[src/rtl/lmg_reader.sv]
// Drains 160-bit move words from the generator FIFO and presents each
// valid 19-bit slot as a move on a valid/ready port, counting accepted moves.
module lmg_reader #(
    parameter int CNT_W = 8
) (
    input  logic             clk,
    input  logic             reset,
    input  logic             start,
    input  logic             gen_done,
    input  logic [159:0]     fifoOut,
    input  logic             fifoEmpty,
    output logic             rden,
    output logic             mv_valid,
    input  logic             mv_ready,
    output logic [6:0]       mv_flags,
    output logic [5:0]       mv_from,
    output logic [5:0]       mv_to,
    output logic [CNT_W-1:0] mv_count,
    output logic             done
);

    typedef enum logic [2:0] {
        S_IDLE,
        S_FETCH,
        S_LOAD,
        S_SCAN,
        S_FIN
    } state_t;

    state_t             r_state;
    state_t             w_next;
    logic [151:0]       r_word;
    logic [2:0]         r_idx;
    logic [CNT_W-1:0]   r_count;
    logic               r_arm;
    logic [18:0]        w_slot;
    logic               w_slot_ok;
    logic               w_adv;
    logic               w_take;
    logic               w_clr;
    logic               w_unused_pad;

    assign w_unused_pad = ^fifoOut[159:152];

    // Slot 0 sits in the most significant bits of the word.
    always_comb begin
        w_slot = '0;
        for (int k = 0; k < 8; k++) begin
            if (r_idx == 3'(k)) begin
                w_slot = r_word[151-19*k -: 19];
            end
        end
    end

    assign w_slot_ok = !w_slot[18];
    assign mv_valid  = (r_state == S_SCAN) && w_slot_ok;
    assign mv_flags  = w_slot[18:12];
    assign mv_from   = w_slot[11:6];
    assign mv_to     = w_slot[5:0];
    assign mv_count  = r_count;
    assign w_take    = mv_valid && mv_ready;
    assign w_adv     = (r_state == S_SCAN) && (!w_slot_ok || mv_ready);

    always_comb begin
        w_next = r_state;
        rden   = 1'b0;
        done   = 1'b0;
        w_clr  = 1'b0;
        unique case (r_state)
            S_IDLE: begin
                if (start) begin
                    w_next = S_FETCH;
                    w_clr  = 1'b1;
                end
            end
            S_FETCH: begin
                // Empty+done must be seen twice so an in-flight write is not lost.
                if (!fifoEmpty) begin
                    rden   = 1'b1;
                    w_next = S_LOAD;
                end else if (gen_done && r_arm) begin
                    w_next = S_FIN;
                end
            end
            S_LOAD: begin
                w_next = S_SCAN;
            end
            S_SCAN: begin
                if (w_adv && (r_idx == 3'd7)) begin
                    w_next = S_FETCH;
                end
            end
            S_FIN: begin
                done = 1'b1;
                if (start) begin
                    w_next = S_FETCH;
                    w_clr  = 1'b1;
                end
            end
            default: begin
                w_next = S_IDLE;
            end
        endcase
    end

    always_ff @(posedge clk or negedge reset) begin
        if (!reset) begin
            r_state <= S_IDLE;
            r_word  <= '0;
            r_idx   <= '0;
            r_count <= '0;
            r_arm   <= 1'b0;
        end else begin
            r_state <= w_next;
            r_arm   <= (r_state == S_FETCH) && fifoEmpty && gen_done;
            if (r_state == S_LOAD) begin
                r_word <= fifoOut[151:0];
                r_idx  <= '0;
            end else if (w_adv) begin
                r_idx <= r_idx + 3'd1;
            end
            if (w_clr) begin
                r_count <= '0;
            end else if (w_take && (r_count != {CNT_W{1'b1}})) begin
                r_count <= r_count + 1'b1;
            end
        end
    end

endmodule

[config.mk]
export PLATFORM = sky130hd
export DESIGN_NAME = lmg_reader
export DESIGN_NICKNAME = d
export VERILOG_FILES = /design/src/rtl/lmg_reader.sv
export SDC_FILE = /design/constraint.sdc
export NUM_CORES = 1
export LEC_CHECK = 0
export ABC_CLOCK_PERIOD_IN_PS = 2800
export CAP_MARGIN = 10
export CELL_PAD_IN_SITES_DETAIL_PLACEMENT = 1
export CELL_PAD_IN_SITES_GLOBAL_PLACEMENT = 1
export CORE_ASPECT_RATIO = 1.25
export CORE_MARGIN = 2
export CORE_UTILIZATION = 39
export CTS_CLUSTER_SIZE = 12
export DETAILED_ROUTE_END_ITERATION = 7
export PLACE_DENSITY = 0.91
export SETUP_SLACK_MARGIN = 0.5
export SYNTH_ARGS = -nofsm -noshare
export SYNTH_HDL_FRONTEND = slang
export SYNTH_SLANG_ARGS = --single-unit
export TNS_END_PERCENT = 5
[constraint.sdc]
create_clock -name clk -period 2.8 [get_ports clk]
set_input_delay 0.7 -clock clk [delete_from_list [all_inputs] [get_ports clk]]
set_output_delay 0.7 -clock clk [all_outputs]
set_load 0.02 [all_outputs]
==> results of run 1 <==
[Yosys cell counts, types with 2 or more instances]
cell type,instances
dfrtp_1,167
mux2_2,149
nand2_1,70
a21oi_1,57
nor2_1,40
buf_2,25
o211ai_1,23
clkbuf_1,19
a31oi_1,15
nand3b_1,15
o21ai_0,15
o311ai_0,12
inv_1,8
nand3_1,8
ha_1,7
o31ai_1,6
a21o_1,3
a221oi_1,3
a311oi_1,3
and2_1,3
buf_6,3
or4_1,3
buf_1,2
buf_4,2
nor3b_2,2
nor4b_1,2
o21ai_2,2
o311ai_1,2
or3_1,2
[per-layer routing]
layer / share of wire (%) / up-vias / GRT usage [%] / routed length, um
met5: 0 / - / 0 / 0
li1: - / 2932 / - / -
met1: 38 / 3295 / 28.35 / 10430
met3: 3.2 / 78 / 4.043 / 891
met4: 5.3 / 0 / 15.96 / 1468
met2: 54 / 206 / 47.98 / 14740
[final cells by class]
type,instances,area (um^2),share of cell area [%]
clock buffers,23,467.9,4.034
inverters,9,33.78,0.2912
repair buffers,254,2599,22.40
multi-input cells,460,3872,33.38
flip-flops and latches,167,4183,36.06
diodes,3,7.507,0.06472
clock inverters,8,98.84,0.8521
well taps,270,337.8,2.912
[logic make-up after synthesis]
kind of cell             synth area share (%)
XOR/XNOR                               0.1100
adder cells (fa/ha/maj)                 1.100
buffers and inverters                   3.662
AND/OR/NAND/NOR                         9.211
AO/OA/AOI/OAI                           12.34
multiplexers                            21.08
flip-flops                              52.50
[how the worst min path moves through the flow]
stage / startpoint / end / slack, ns / cells after the start
2_1_floorplan: reset / mv_count[0]$_DFFE_PN0P_ / 0.40 / 0
3_3_place_gp: r_word[44]$_DFFE_PN0P_ / r_word[44]$_DFFE_PN0P_ / 0.49 / 1
3_5_place_dp: r_word[60]$_DFFE_PN0P_ / r_word[60]$_DFFE_PN0P_ / 0.50 / 1
4_1_cts: reset / r_word[31]$_DFFE_PN0P_ / 0.29 / 1
5_1_grt: reset / r_word[31]$_DFFE_PN0P_ / 0.31 / 1
6_report: reset / r_word[31]$_DFFE_PN0P_ / 0.27 / 1
[flip-flops by register name (all words and copies together), names as in the netlist]
register / flops
r_word: 152
r_state: 3
mv_count: 8
r_idx: 3
r_arm: 1
[critical path, stage by stage (launching register included)]
cell and delay [ns]:
dfrtp_2 0.46, inv_2 0.11, ha_4 0.23, buf_6 0.15, nor2b_4 0.18, a221oi_1 0.13
o211ai_1 0.33, o211ai_1 0.20, a311oi_1 0.30, a21o_1 0.11, buf_4 0.13
[power by group]
part | switching (W) | internal, W | leakage, nW | total (W)
Clock | 0.000963 | 0.00135 | 0.273 | 0.00232
Sequential | 0.000835 | 0.00362 | 1.99 | 0.00446
Combinational | 0.00392 | 0.00396 | 2.38 | 0.00789
[what timing repair did]
item | CTS | global route
setup buffers | 13 | 1
endpoints found under the hold margin | 0 | 0
pin swaps | 34 | 23
setup endpoints to repair | 33 | 34
cloned | 1 | 0
gates resized for setup | 164 | 32
[through the flow]
stage	setup TNS [ns]	total power, W
2_1_floorplan	0	0.008482
3_3_place_gp	-10.78	0.01102
3_5_place_dp	-12.71	0.01148
4_1_cts	-9.726	0.01443
5_1_grt	-12.20	0.01542
6_report	-10.15	0.01466
==> impl_metrics.ini, run 1 <==
[place]
numPortBuffers = 187
post-place-ws_ns = -0.7893
dp_hpwl_um = 18950
gp_congestion = 0.8449
dpl_cell_area_um2 = 10580
dpl.cell_count = 1145

[setup_path]
r2r-end = r_idx[2]$_DFFE_PN0P_
critical_path_class = register to output pin
worstSetupStartpoint = r_idx[0]$_DFFE_PN0P_
start_kind = register
cp.arrival_ns = 2.76
r2r-start = r_idx[0]$_DFFE_PN0P_
required_ns = 2.10
crit_path_end_kind = output pin
r2r_setup_slack_ns = 0.17
cp_max_fo = 6
rr_worst_depth = 10
endpoint = mv_flags[5]

[clock_tree]
cts_tree = yes
h-tree-depth = 4
clk_pin_slew_ns = 0.06
clock_sinks = 167
clkLatencyLatePin_ns = 0.43
ctsLongestPathBuffers = 2
postCtsHoldBufs = 0
clockRootBuffer = clkbuf_16
cts_buffers = 17

[grt]
globalRoute.totalOverflow = 0
grt_pass1_wl_um = 42530
grt_pass1_vias = 7476
antenna_found_initial = 2
grt_max_degree = 85
grt_use_total_pct = 26.10

[sta]
hold_viol_final = 0
setup_slack_ns = -0.6608
fin_crit_ns = 3.461
fin_crit_sh_pct = 123.6
rsz0062_at_grt = true
max_slew_margin_pct = 58.15
worstMarginPinSlew_ns = 0.6278
setup-violations-final = 20
skew_ns = 0.007672
max_freq_mhz = 289.0
drv_slew = 0
hold_ws_ns = 0.2673

[detailed_routing]
routed_via_density = 5.453
num_vias = 6511
postRouteAntennaNets = 0
first_pass_iters = 4
drt_iter0_drc = 305
drt_wl_total_um = 27530
drc = 0
routedWlPerCell_um = 23.05

[power]
ir_worst_vdd_uv = 572.2
power_density_nw_per_um2 = 1264
p_leak_nw = 4.643

[synth]
yosysWarnings = 0
syn_inst = 688
synth.largest_area_cell = dfrtp_1
syn_avg_cell_area_um2 = 11.57
synthTopCellsByArea = dfrtp_1 52%, mux2_2 21%, a21oi_1 3.6%
synth_seq_cells = 167
async_flop_share_pct = 100.0
netlist_area_um2 = 7960
ys.flop_type = dfrtp_1
synth_top_area_share_pct = 52.50
synth-edff-count = 0
synth_seq_area_share_pct = 52.50
ys_types = 49
synth_nets = 861

[run]
cap_violations = 0

[finish]
area_delta_synth_final_pct = 45.72
fin_nets = 1082
stdcell_count = 1194
n_fill_cell = 2084
layout_common_cells = 164 x dfrtp_1, 162 x clkdlybuf4s50_1, 149 x mux2_2, 69 x nand2_1, 55 x buf_4
final_common_cell = dfrtp_1
fin_area_um2 = 11600
drive_gt1_share_pct = 37.13
utilization_pct = 57.71

[status]
violations = setup timing
status = finished, violations left

[floorplanning]
die-area_um2 = 21580
die_w_um = 131.8
pin_count = 196
die_height_um = 163.7
start_util_pct = 39.60
rows = 58
core-area_um2 = 20100

[min_path]
min_path_type = input pin to async pin
No activity file was read; power rests on OpenSTA's default activity.
==> inputs of run 2 (changes only) <==
--- a/config.mk
+++ b/config.mk
@@ -12,7 +12,6 @@
 export CORE_ASPECT_RATIO = 1.25
 export CORE_MARGIN = 2
 export CORE_UTILIZATION = 39
-export CTS_CLUSTER_SIZE = 12
 export DETAILED_ROUTE_END_ITERATION = 7
 export PLACE_DENSITY = 0.91
 export SETUP_SLACK_MARGIN = 0.5
==> results of run 2 <==
No change in the layout: final DEF, timing and power equal those of run 1.
